==> config.mk <==
export PLATFORM = sky130hd
export DESIGN_NAME = clksrc_ctrl
export DESIGN_NICKNAME = d
export VERILOG_FILES = /design/src/rtl/clksrc_ctrl.sv
export SDC_FILE = /design/constraint.sdc
export NUM_CORES = 1
export LEC_CHECK = 0
export BUFFER_PORTS_ARGS = -buffer_cell sky130_fd_sc_hd__buf_2
export CORE_MARGIN = 2
export CORE_UTILIZATION = 30
export CTS_CLUSTER_DIAMETER = 80
export DETAILED_ROUTE_END_ITERATION = 8
export HOLD_SLACK_MARGIN = 0.15
export SYNTH_ARGS = -nofsm -noshare
export SYNTH_HDL_FRONTEND = slang
export SYNTH_SLANG_ARGS = --single-unit
==> constraint.sdc <==
create_clock -name clk -period 2.5 [get_ports clk]
set_input_delay 0.125 -clock clk [delete_from_list [all_inputs] [get_ports clk]]
set_output_delay 0.125 -clock clk [all_outputs]
set_load 0.01 [all_outputs]
==> src/rtl/clksrc_ctrl.sv <==
// rtl/clksrc_ctrl.sv - clock source selector with debounced switches and PWM hold sequencing
// Optional external-clock activity monitor is compiled in when CLKSRC_MON_EN is defined.
module clksrc_ctrl #(
    parameter int DEBOUNCE_CYCLES = 500000,
    parameter int HOLD_CYCLES     = 1024,
    parameter int MON_WINDOW      = 65536,
    parameter int MIN_EDGES       = 4096
) (
    input  logic       clk,
    input  logic       rst,
    input  logic       sw_ext,
    input  logic       sw_auto,
    input  logic       ext_clk_raw,
    output logic [1:0] clk_src_sel,
    output logic       pwm_hold,
    output logic       ext_present,
    output logic       fallback,
    output logic [1:0] state_dbg
);
    localparam int DB_W   = $clog2(DEBOUNCE_CYCLES + 1);
    localparam int HOLD_W = $clog2(HOLD_CYCLES + 1);
    localparam logic [DB_W-1:0]   DB_LAST   = DB_W'(DEBOUNCE_CYCLES - 1);
    localparam logic [HOLD_W-1:0] HOLD_LAST = HOLD_W'(HOLD_CYCLES - 1);

    typedef enum logic [1:0] {
        IDLE      = 2'd0,
        HOLD_PRE  = 2'd1,
        SWITCH    = 2'd2,
        HOLD_POST = 2'd3
    } state_t;

    // Bit 0 carries the ext switch, bit 1 the auto switch.
    logic [1:0]      sw_in;
    logic [1:0]      sync1;
    logic [1:0]      sync2;
    logic [1:0]      db;
    logic [DB_W-1:0] db_cnt [2];

    assign sw_in = {sw_auto, sw_ext};

    always_ff @(posedge clk) begin
        if (rst) begin
            sync1     <= '0;
            sync2     <= '0;
            db        <= '0;
            db_cnt[0] <= '0;
            db_cnt[1] <= '0;
        end else begin
            sync1 <= sw_in;
            sync2 <= sync1;
            for (int i = 0; i < 2; i++) begin
                if (sync2[i] == db[i]) begin
                    db_cnt[i] <= '0;
                end else if (db_cnt[i] == DB_LAST) begin
                    db[i]     <= sync2[i];
                    db_cnt[i] <= '0;
                end else begin
                    db_cnt[i] <= db_cnt[i] + DB_W'(1);
                end
            end
        end
    end

`ifdef CLKSRC_MON_EN
    localparam int WIN_W  = $clog2(MON_WINDOW + 1);
    localparam int EDGE_W = $clog2(MIN_EDGES + 1);
    localparam logic [WIN_W-1:0]  WIN_LAST = WIN_W'(MON_WINDOW - 1);
    localparam logic [EDGE_W-1:0] EDGE_MIN = EDGE_W'(MIN_EDGES);

    // ext_pipe: [0] first sync flop, [1] second sync flop, [2] previous sample
    logic [2:0]        ext_pipe;
    logic [WIN_W-1:0]  win_cnt;
    logic [EDGE_W-1:0] edge_cnt;
    logic              ext_rise;

    assign ext_rise = ext_pipe[1] & ~ext_pipe[2];

    always_ff @(posedge clk) begin
        if (rst) begin
            ext_pipe    <= '0;
            win_cnt     <= '0;
            edge_cnt    <= '0;
            ext_present <= 1'b0;
            fallback    <= 1'b0;
        end else begin
            ext_pipe <= {ext_pipe[1:0], ext_clk_raw};
            fallback <= db[0] & ~ext_present;
            // An edge landing on the wrap cycle is dropped, not carried into the next window.
            if (win_cnt == WIN_LAST) begin
                win_cnt     <= '0;
                edge_cnt    <= '0;
                ext_present <= (edge_cnt >= EDGE_MIN);
            end else begin
                win_cnt <= win_cnt + WIN_W'(1);
                if (ext_rise && (edge_cnt != EDGE_MIN))
                    edge_cnt <= edge_cnt + EDGE_W'(1);
            end
        end
    end
`else
    logic unused_ext_clk;

    assign unused_ext_clk = ext_clk_raw;
    assign ext_present    = 1'b1;
    assign fallback       = 1'b0;
`endif

    state_t            state;
    state_t            state_nx;
    logic [HOLD_W-1:0] hold_cnt;
    logic [HOLD_W-1:0] hold_cnt_nx;
    logic [1:0]        sel_nx;
    logic [1:0]        target;

    assign target = {db[1], db[0] & ext_present};

    always_comb begin
        state_nx    = state;
        hold_cnt_nx = hold_cnt;
        sel_nx      = clk_src_sel;
        case (state)
            IDLE: begin
                if (target != clk_src_sel) begin
                    state_nx    = HOLD_PRE;
                    hold_cnt_nx = '0;
                end
            end
            HOLD_PRE: begin
                if (hold_cnt == HOLD_LAST) begin
                    state_nx    = SWITCH;
                    hold_cnt_nx = '0;
                end else begin
                    hold_cnt_nx = hold_cnt + HOLD_W'(1);
                end
            end
            SWITCH: begin
                sel_nx   = target;
                state_nx = HOLD_POST;
            end
            HOLD_POST: begin
                if (hold_cnt == HOLD_LAST) begin
                    state_nx    = IDLE;
                    hold_cnt_nx = '0;
                end else begin
                    hold_cnt_nx = hold_cnt + HOLD_W'(1);
                end
            end
            default: state_nx = IDLE;
        endcase
    end

    // pwm_hold follows the next state so it is registered yet aligned with the state it reflects.
    always_ff @(posedge clk) begin
        if (rst) begin
            state       <= IDLE;
            hold_cnt    <= '0;
            clk_src_sel <= 2'b00;
            pwm_hold    <= 1'b0;
        end else begin
            state       <= state_nx;
            hold_cnt    <= hold_cnt_nx;
            clk_src_sel <= sel_nx;
            pwm_hold    <= (state_nx != IDLE);
        end
    end

    assign state_dbg = state;

endmodule

; ---- Word level (Yosys, flattened, before mapping)
; Memory sizes are Yosys's and may differ from the RTL's.
; Cells that the tools add are included.
; Widths: inputs -> output; s select.
[classes]
n_addsub = 3
n_eq_ne = 10
mux = 37
bitwise = 8
n_reduce_logical = 7
[ops]
columns = operator, count
row1 = $mux 19, 6
row2 = $add 19x1->19 const B, 2
row3 = $eq 19x19->1 const B, 2
row4 = $mux 1, 24
row5 = $mux 11, 2
row6 = $pmux 11 s2, 1
row7 = $add 11x1->11 const B, 1
row8 = $eq 11x10->1 const B, 1
row9 = $pmux 2 s4, 1
row10 = $mux 2, 3
row11 = $or 1x1->1, 6
row12 = $reduce_and 2->1, 3
row13 = $eq 2x2->1 const B, 2
row14 = $reduce_bool 2->1, 2
row15 = $eq 1x1->1, 2
row16 = $eq 2x1->1 const B, 1
row17 = $logic_not 2->1, 1
row18 = $ne 2x2->1, 1
row19 = $ne 2x2->1 const B, 1
row20 = $not 1->1, 2
row21 = $reduce_or 2->1, 1
[word_totals]
reg_bits = 22
ramBits = 38
out_inout_bits = 7
n_memories = 1
[memory_table]
columns = memory, depth, word_bits, rd, rd_ports_with_merged_regs, write_ports, line
row1 = db_cnt, 2, 19, 2, 0, 2, 37  ; logic [DB_W-1:0] db_cnt [2];

; ---- Logic depth before layout (Yosys ltp)
; Gate-level depths: netlist of run 1.
; An unclocked memory read counts as a cell.
[logic_depth]
word_depth = 8
depth_mapped = 6
ltp_nobuf = 5

; ---- Worst setup path after synthesis of run 1
; OpenSTA, ideal clock, no wires.
[synth_path]
path_type = reg-to-reg
start = mem db_cnt[0][0] (netlist name)
end = mem db_cnt[0][10] (netlist name) (data pin)
setup_time_ps = 257
arrival_time_ps = 1775
setup_slack_ps = 468
path_stages_with_launch = 7
path_buffers = 1
synth_period_minus_slack_ps = 2032
cell_sequence = edfxtp_1 ha_1 and4_1 nand4_1 o211ai_1 buf_2 nor2_1
[synth_rtl]
columns = item, line
row1 = "start, declared", 37

==> results of run 1 <==
[cell families (layout without fill, tap and decap cells)]
| logic type | count (synthesis) | after routing | share of synthesized area |
|---|---|---|---|
| AO/OA/AOI/OAI | 52 | 52 | 0.1085 |
| XOR/XNOR | 29 | 29 | 0.08189 |
| adder cells (fa/ha/maj) | 3 | 3 | 0.01210 |
| buffers and inverters | 23 | 43 | 0.03146 |
| flip-flops | 60 | 60 | 0.5099 |
| multiplexers | 2 | 2 | 0.006454 |
| other | 2 | 40 | 0.002421 |
| AND/OR/NAND/NOR | 143 | 143 | 0.2473 |
[power groups by stage]
stage | logic, W | clock network (W) | registers (W)
after CTS | 0.0000692 | 0.000907 | 0.00111
after detailed placement | 0.0000662 | 0 | 0.00114
after global placement | 0.0000654 | 0 | 0.00113
final | 0.0000697 | 0.000880 | 0.00111
after floorplan | 0.0000565 | 0 | 0.00113
after global routing | 0.0000829 | 0.000954 | 0.00112
[cell usage in the layout, fill, tap and decap left out, types with 3 or more instances in the layout]
cell      instances
a311oi_1          3
nor4_1            6
nor2_1           36
dfxtp_1          22
nand3_1          19
buf_4             4
o31ai_1           6
a31oi_1           6
and4_1            4
nor2b_1           6
clkbuf_8         10
buf_2             8
or3_1             7
a21oi_1          17
inv_1            12
or3_2             3
nor3_1            6
o21ai_0           8
or4_1             7
nand2_1          25
conb_1           40
xor2_1           15
nand4_1           9
ha_1              3
edfxtp_1         38
xnor2_1          14
[flip-flops by register name, indices dropped and copies added (netlist names)]
register / count
db: 2
db_cnt: 38
state_dbg: 2
pwm_hold: 1
sync1: 2
hold_cnt: 11
sync2: 2
clk_src_sel: 2
[stage by stage]
step	area, µm²	power [W]	util	setup slack (ns)
finish	3657	0.002062	0.3591	0.4090
global route	3657	0.002155	0.3591	0.2629
CTS	3657	0.002089	0.3591	0.4001
detailed placement	3436	0.001202	0.3373	0.4119
global placement	3436	0.001199	0.3373	0.4632
floorplan	3244	0.001183	-	0.4677
[cells in the mapped netlist (all sizes together), types with 8 or more instances]
cell type | instances | share of area
xor2 | 15 | 0.042
nor2 | 36 | 0.044
dfxtp | 22 | 0.14
nand3 | 20 | 0.034
inv | 12 | 0.015
edfxtp | 38 | 0.37
or3 | 10 | 0.021
or4 | 8 | 0.020
a21oi | 17 | 0.027
nand4 | 11 | 0.026
nand2 | 25 | 0.030
xnor2 | 14 | 0.040
o21ai | 8 | 0.013
[repair_timing]
action / in CTS / in global routing
resized for setup: 0 / 0
hold endpoints to repair: 2 / 0
hold buffers: 2 / 0
[area by class of cell]
cell class	count	area share
Multi-Input combinational cell	269	0.4280
Sequential cell	60	0.4324
Clock buffer	11	0.04447
Clock inverter	5	0.01061
Tap cell	136	0.04653
Timing Repair Buffer	14	0.02463
Inverter	13	0.01334
[metal layers]
metal	up-vias	share of wire
li1	1232	-
met1	1114	0.49
met2	28	0.46
met3	9	0.030
met4	0	0.020
met5	-	0
[final timing paths]
path,start,to,cells after the start
max,db_cnt[1][5],db_cnt[1][17],4
max reg2reg,db_cnt[1][5],db_cnt[1][17],4
min reg2reg,sync1[0],sync2[0],1
min,rst,state_dbg[1],2
[worst max-delay path: stages, from the launching register on]
cell and delay [ns]:
edfxtp_1 0.46, nand4_2 0.19, or4_1 0.64, or4_1 0.51, a21oi_1 0.15
==> impl_metrics.env, run 1 <==
export IMPL_fillerInstances=1071
export IMPL_syn_area_um2=3102
export IMPL_rsz0062_at_grt="false"
export IMPL_critPathArrivalTime_ns=2.29
export IMPL_worstMarginPinSlew_ns=0.5778
export IMPL_critPathRequiredTime_ns=2.70
export IMPL_dp_cells=490
export IMPL_syn_to_final_growth_pct=17.91
export IMPL_irDropWorstVdd_uv=253.3
export IMPL_sequentialPowerShare=0.540
export IMPL_leakage_nw=1.249
export IMPL_clk_latency_ns=0.35
export IMPL_drt_total_wl_um=5850
export IMPL_hold_viol=0
export IMPL_multi_input_area_um2=1565
export IMPL_dp_hpwl_um=4086
export IMPL_clk_path_buf_depth=2
export IMPL_top_usage_layer="met2"
export IMPL_dr_pass1_iters=4
export IMPL_synthArstFlopShare=0
export IMPL_cts_sinks=60
export IMPL_critPathMaxFanout=7
export IMPL_grt_use_met2=0.1903
export IMPL_timing_hold_ws_ns=0.1742
export IMPL_finalCritPeriodShare=0.8364
export IMPL_start_util=0.3045
export IMPL_power_switching_share=0.2407
export IMPL_cts_tree="yes"
export IMPL_drt_iter0_drc=86
export IMPL_drt_antenna_violating_nets=0
export IMPL_diodes=0
export IMPL_fmax_ghz=0.4782
export IMPL_min_period_ns=2.091
export IMPL_ys_seq_area_frac=0.5099
export IMPL_r2r_slack_ns=0.41
export IMPL_overflow=0
export IMPL_antenna_found_initial=0
export IMPL_synth_edff_count=38
export IMPL_globalplace_congestion=0.7913
export IMPL_io_pins=12
export IMPL_gr_usage_met3=0.03340
export IMPL_drv_cap=0
export IMPL_path_class="flop to flop"
export IMPL_gr_usage_met1=0.1380
export IMPL_drc=0
export IMPL_grt_pass1_vias=2356
export IMPL_wire_per_inst_um=11.52
export IMPL_rows=37
export IMPL_core_um2=10180
export IMPL_die_h_um=105.7
export IMPL_avgViaCountPerCell=4.691
export IMPL_status="completed"
export IMPL_ys_types=50
export IMPL_drv_slew=0
export IMPL_end_kind="flop"
export IMPL_instances_no_fill=508
export IMPL_finalSetupTns_ns=0
export IMPL_synth_seq_cells=60
export IMPL_syn_inst=314
export IMPL_slew_headroom=0.6140
export IMPL_p_int_w=0.001566
export IMPL_cp_start_kind="flop"
export IMPL_cts_buffers=9
export IMPL_ys_warn_count=0
export IMPL_num_nets_final=375
export IMPL_grt_pass1_wl_um=10430
export IMPL_cts_setup_buffers=0
export IMPL_setup_viol=0
export IMPL_vias=2383
export IMPL_layout_drive_gt1_share=0.1022
export IMPL_cts_max_level=3
export IMPL_fin_skew_ns=0.01417
export IMPL_syn_area_per_cell_um2=9.878
export IMPL_synth_flop_cell="edfxtp_1"
export IMPL_portBuffers=8
export IMPL_min_path_type="input pin to flop"
export IMPL_power_density_nw_per_um2=563.9
export IMPL_power_switching_w=0.0004963
export IMPL_grtUsageTotal=0.1156
export IMPL_clkSlewWorstSetupHoldPaths_ns=0.09
export IMPL_grt_max_degree=22
export IMPL_p_clk_frac=0.426
export IMPL_area_sequential_um2=1582
export IMPL_combPwrFrac=0.034
export IMPL_dieArea_um2=11170
export IMPL_clock_root_buffer="clkbuf_8"
export IMPL_die_x_um=105.7
Power figures use the tool's default switching activity.
==> run 2, diff against run 1 <==
--- a/config.mk
+++ b/config.mk
@@ -5,6 +5,7 @@
 export SDC_FILE = /design/constraint.sdc
 export NUM_CORES = 1
 export LEC_CHECK = 0
+export ABC_AREA = 1
 export BUFFER_PORTS_ARGS = -buffer_cell sky130_fd_sc_hd__buf_2
 export CORE_MARGIN = 2
 export CORE_UTILIZATION = 30
==> constraint.sdc (replaced) <==
create_clock -name clk -period 1.75 [get_ports clk]
set_input_delay 0.0875 -clock clk [delete_from_list [all_inputs] [get_ports clk]]
set_output_delay 0.0875 -clock clk [all_outputs]
set_load 0.01 [all_outputs]
==> impl_metrics.env, run 2 <==
export IMPL_status="completed"
export IMPL_clock_root_buffer="clkbuf_8"
export IMPL_fin_skew_ns=0.01163
export IMPL_hold_viol=0
export IMPL_synth_most_common_cell="nand2_1"
export IMPL_cts_buffers=9
export IMPL_syn_to_final_growth_pct=20.95
export IMPL_worstRegToRegCells=8
export IMPL_largest_reg_flops=38
export IMPL_cts_sinks=60
export IMPL_path_class="flop to flop"
export IMPL_layout_drive_gt1_share=0.1023
export IMPL_rsz0062_at_grt="false"
export IMPL_cts_tree="yes"
export IMPL_irDropWorstVdd_uv=350.0
export IMPL_clk_path_buf_depth=2
export IMPL_min_path_type="flop to flop"
export IMPL_power_density_nw_per_um2=715.3
export IMPL_rows=38
export IMPL_grtUsageTotal=0.1221
export IMPL_grt_max_degree=19
export IMPL_die_h_um=110.1
export IMPL_min_period_ns=1.614
export IMPL_synth_edff_count=38
export IMPL_synth_top_area_frac=0.3382
export IMPL_yosysTopAreaCell="edfxtp_1"
export IMPL_instances_no_fill=658
export IMPL_reg_top3="db_cnt (38), hold_cnt (11)"
export IMPL_dp_slack_ns=0.09460
export IMPL_ys_seq_area_frac=0.4687
export IMPL_drt_antenna_violating_nets=0
export IMPL_io_pins=12
export IMPL_timing_final_ws_setup_ns=0.1359
export IMPL_diodes=0
export IMPL_netlist_top_cells_count="nand2_1 (103), nor2_1 (88), inv_1 (55)"
export IMPL_finalCritPeriodShare=0.9223
export IMPL_antenna_found_initial=0
export IMPL_cts_max_level=3
export IMPL_drt_total_wl_um=6628
export IMPL_dp_hpwl_um=4958
export IMPL_final_area_um2=4081
export IMPL_final_cell_mix="nand2_1 (103), nor2_1 (88), inv_1 (54)"
export IMPL_ys_types=29
export IMPL_clkSlewWorstSetupHoldPaths_ns=0.08
export IMPL_start_util=0.3099
export IMPL_syn_inst=443
export IMPL_ys_warn_count=0
export IMPL_syn_area_per_cell_um2=7.617
export IMPL_cp_start_kind="flop"
export IMPL_dpl_instance_area_um2=3827
export IMPL_syn_area_um2=3374
export IMPL_clk_latency_ns=0.34
export IMPL_num_nets_final=521
export IMPL_wire_per_inst_um=10.07
export IMPL_critPathMaxFanout=5
export IMPL_avgViaCountPerCell=4.412
export IMPL_die_x_um=110.1
export IMPL_critPathRequiredTime_ns=1.98
export IMPL_top_register="db_cnt"
export IMPL_final_util=0.3749
export IMPL_critPathArrivalTime_ns=1.84
export IMPL_dp_cells=636
export IMPL_drt_iter0_drc=162
export IMPL_drv_cap=0
export IMPL_drc=0
export IMPL_vias=2903
export IMPL_dr_pass1_iters=6
export IMPL_synth_flop_cell="edfxtp_1"
export IMPL_final_common_cell="nand2_1"
export IMPL_end_kind="flop"
export IMPL_holdPathStages=2
export IMPL_synth_area_leaders="edfxtp_1 (34%), dfxtp_1 (13%), nand2_1 (11%)"
export IMPL_drv_slew=0
export IMPL_synthArstFlopShare=0
export IMPL_globalplace_congestion=0.8105
export IMPL_leakage_nw=1.676
export IMPL_grt_pass1_wl_um=11700
export IMPL_finalSetupTns_ns=0
export IMPL_synth_seq_cells=60
export IMPL_core_um2=10890
export IMPL_portBuffers=8
export IMPL_grt_pass1_vias=2809
export IMPL_overflow=0
export IMPL_fmax_ghz=0.6195
export IMPL_setup_viol=0
export IMPL_dieArea_um2=12110
## run 2: cell count changes after synthesis, sizes merged, moves of 6 or more
cell / change
o31ai: -6
xnor2: -8
nor4: -6
nor2: +56
nand2: +81
inv: +43
nor2b: -6
or4: -8
nand3: +7
o21ai: +6
or3: -10
## run 2: logic make-up (layout without fill, tap and decap cells)
| group | Yosys count | count (layout) | share of synthesized area |
|---|---|---|---|
| flops | 60 | 60 | 0.4687 |
| buf+inv | 63 | 100 | 0.07749 |
| fa+ha+maj | 3 | 3 | 0.01112 |
| compound gates | 39 | 39 | 0.05970 |
| other cells | 2 | 40 | 0.002226 |
| xor+xnor | 21 | 21 | 0.05451 |
| simple gates | 255 | 255 | 0.3263 |
## run 2: layout make-up
class | instances | area [µm²]
clock buffer | 12 | 166.4
clock inverter | 4 | 21.27
fill | 1128 | 6807
inverter | 55 | 206.4
multi-input combinational | 358 | 1683
sequential | 60 | 1582
tap | 140 | 175.2
timing repair buffer | 29 | 247.7
## run 2: path summary, 6_finish.rpt
path,startpoint,endpoint,slack [ns]
worst min-delay path,sync1[1],sync2[1],0.40
worst max-delay path,hold_cnt[1],hold_cnt[7],0.14
worst min register to register,sync1[1],sync2[1],0.40
worst max register to register,hold_cnt[1],hold_cnt[7],0.14
## run 2: worst max-delay path, stage by stage (launching register included)
cell     delay [ns]
dfxtp_1        0.35
ha_1           0.16
nand2_1        0.09
nor2_1         0.32
nand3_1        0.18
nand2_1        0.13
inv_1          0.09
o21ai_0        0.09
a21oi_1        0.09
## run 2: metrics by stage
stage	power (W)	hold WS [ns]
after floorplan	0.001704	0.1945
after global placement	0.001745	0.2923
after detailed placement	0.001749	0.2985
after CTS	0.002958	0.4065
after global routing	0.003042	0.4355
final	0.002920	0.4020
## run 2: report_power, final
part	switching, W	leakage [nW]	total [W]	internal [W]
Clock	0.000557	0.102	0.00119	0.000633
Sequential	0.0000395	0.570	0.00158	0.00154
Combinational	0.0000877	1.00	0.000146	0.0000581
## run 2: per-layer routing
metal | global-route usage | part of all wire
met1 | 0.1474 | 0.49
met2 | 0.2099 | 0.46
met3 | 0.01587 | 0.017
met4 | 0.06691 | 0.024
met5 | 0 | 0
## run 2: what timing repair did
action	in CTS	in global routing
endpoints found under the setup margin	0	12
endpoints found under the hold margin	10	0
resized for setup	0	3
buffers inserted	0	1
hold buffers	5	0
==> run 3, diff against run 2 <==
--- a/config.mk
+++ b/config.mk
@@ -5,13 +5,13 @@
 export SDC_FILE = /design/constraint.sdc
 export NUM_CORES = 1
 export LEC_CHECK = 0
-export ABC_AREA = 1
 export BUFFER_PORTS_ARGS = -buffer_cell sky130_fd_sc_hd__buf_2
 export CORE_MARGIN = 2
 export CORE_UTILIZATION = 30
 export CTS_CLUSTER_DIAMETER = 80
 export DETAILED_ROUTE_END_ITERATION = 8
 export HOLD_SLACK_MARGIN = 0.15
+export SKIP_LAST_GASP = 1
 export SYNTH_ARGS = -nofsm -noshare
 export SYNTH_HDL_FRONTEND = slang
 export SYNTH_SLANG_ARGS = --single-unit
==> impl_metrics.env, run 3 (same netlist as run 1, synthesis figures left out) <==
export IMPL_vias=2643
export IMPL_final_cell_mix="buf_4 (58), conb_1 (40), edfxtp_1 (38)"
export IMPL_min_period_ns=1.831
export IMPL_largest_reg_flops=38
export IMPL_critPathMaxFanout=6
export IMPL_drc=0
export IMPL_cp_slowest_stage_delay_ns=0.54
export IMPL_clk_latency_ns=0.35
export IMPL_end_kind="flop"
export IMPL_min_path_type="flop to flop"
export IMPL_cp_start_kind="flop"
export IMPL_violations="negative setup slack"
export IMPL_wire_per_inst_um=11.83
export IMPL_grtUsageTotal=0.1293
export IMPL_critPathArrivalTime_ns=2.04
export IMPL_io_pins=12
export IMPL_dp_cells=540
export IMPL_rows=37
export IMPL_fin_skew_ns=0.01241
export IMPL_cpMaxStageDelayCell="or4_4"
export IMPL_grt_pass1_wl_um=11540
export IMPL_die_h_um=105.7
export IMPL_reg_top3="db_cnt (38), hold_cnt (11)"
export IMPL_dp_slack_ns=-0.1260
export IMPL_leakage_nw=1.550
export IMPL_cts_tree="yes"
export IMPL_critPathRequiredTime_ns=1.96
export IMPL_irDropWorstVdd_uv=277.6
export IMPL_syn_to_final_growth_pct=35.18
export IMPL_p_clk_frac=0.389
export IMPL_fmax_ghz=0.5460
export IMPL_power_switching_share=0.2286
export IMPL_drt_antenna_violating_nets=0
export IMPL_sequentialPowerShare=0.546
export IMPL_antenna_found_initial=0
export IMPL_diodes=0
export IMPL_drv_slew=0
export IMPL_drt_total_wl_um=6698
export IMPL_dr_pass1_iters=4
export IMPL_globalplace_congestion=0.8236
export IMPL_die_x_um=105.7
export IMPL_timing_final_ws_setup_ns=-0.08150
export IMPL_start_util=0.3045
export IMPL_hold_viol=0
export IMPL_power_w=0.002882
export IMPL_avgViaCountPerCell=4.670
export IMPL_setup_viol=29
export IMPL_cp_top_family="simple AND/OR/NAND/NOR gates"
export IMPL_combPwrFrac=0.065
export IMPL_rsz0062_at_grt="true"
export IMPL_finalSetupTns_ns=-0.7310
export IMPL_drt_iter0_drc=68
export IMPL_clkSlewWorstSetupHoldPaths_ns=0.06
export IMPL_p_int_w=0.002223
export IMPL_overflow=0
export IMPL_clk_path_buf_depth=2
export IMPL_portBuffers=8
export IMPL_power_density_nw_per_um2=687.5
export IMPL_num_nets_final=433
export IMPL_layout_drive_gt1_share=0.2581
export IMPL_cts_buffers=9
export IMPL_top_register="db_cnt"
export IMPL_cp_num_buf_inv=1
export IMPL_instances_no_fill=566
export IMPL_finalCritPeriodShare=1.047
export IMPL_drv_cap=0
export IMPL_dp_hpwl_um=4626
export IMPL_grt_pass1_vias=2555
export IMPL_core_um2=10180
export IMPL_power_switching_w=0.0006590
export IMPL_cts_sinks=60
export IMPL_cts_max_level=3
export IMPL_crit_chain="nand4_2 -> or4_4 -> buf_4 -> or3_1 -> a21oi_2"
export IMPL_final_common_cell="buf_4"
export IMPL_status="finished with violations"
export IMPL_dieArea_um2=11170
export IMPL_grt_max_degree=21
export IMPL_path_class="flop to flop"
export IMPL_clock_root_buffer="clkbuf_8"
-- run 3: stage by stage --
step           area [µm²]  hold slack, ns  utilization
4_1_cts              4133          0.4368       0.4058
5_1_grt              4193          0.4603       0.4117
3_3_place_gp         3856          0.2961       0.3786
2_1_floorplan        3296          0.2157            -
6_report             4193          0.4338       0.4117
3_5_place_dp         3856          0.3130       0.3786
-- run 3: layout make-up --
type,count,area (µm²)
timing repair buffer,72,548.0
sequential,60,1582
tap,136,170.2
multi-input combinational,269,1672
clock buffer,14,162.7
inverter,13,48.80
fill,1035,5992
clock inverter,2,10.01
-- run 3: path summary, 6_finish.rpt --
kind	slack, ns	start	depth (start not counted)	end
max	-0.08	db_cnt[0][11]	5	db_cnt[0][15]
min	0.43	sync1[1]	1	sync2[1]
max reg2reg	-0.08	db_cnt[0][11]	5	db_cnt[0][15]
min reg2reg	0.43	sync1[1]	1	sync2[1]
-- run 3: power groups by stage --
stage / logic [W] / clock network (W) / registers (W)
3_3_place_gp: 0.000163 / 0 / 0.00160
4_1_cts: 0.000180 / 0.00118 / 0.00157
5_1_grt: 0.000207 / 0.00122 / 0.00158
2_1_floorplan: 0.0000837 / 0 / 0.00161
6_report: 0.000186 / 0.00112 / 0.00157
3_5_place_dp: 0.000165 / 0 / 0.00160
-- run 3: repair_timing --
item / 4_1_cts / 5_1_grt
endpoints found under the setup margin: 24 / 37
pin swaps: 4 / 2
gates cloned: 1 / 0
buffers inserted: 3 / 3
hold buffers: 3 / 0
endpoints found under the hold margin: 5 / 0
gates resized for setup: 11 / 9
-- run 3: worst reg2reg max path: cells and delay by family, from the launching register on --
kind,cells,cell delay (ns)
flops,1,0.40
compound gates,1,0.12
simple gates,3,1.01
buf+inv,1,0.17
-- run 3: routing by layer --
layer | routed length (µm) | global-route usage | vias up | part of all wire
met5 | 0 | 0 | - | 0
met4 | 92 | 0.04699 | 0 | 0.014
met3 | 216 | 0.04700 | 11 | 0.032
met2 | 3134 | 0.2078 | 22 | 0.47
met1 | 3254 | 0.1592 | 1265 | 0.49
li1 | - | - | 1345 | -
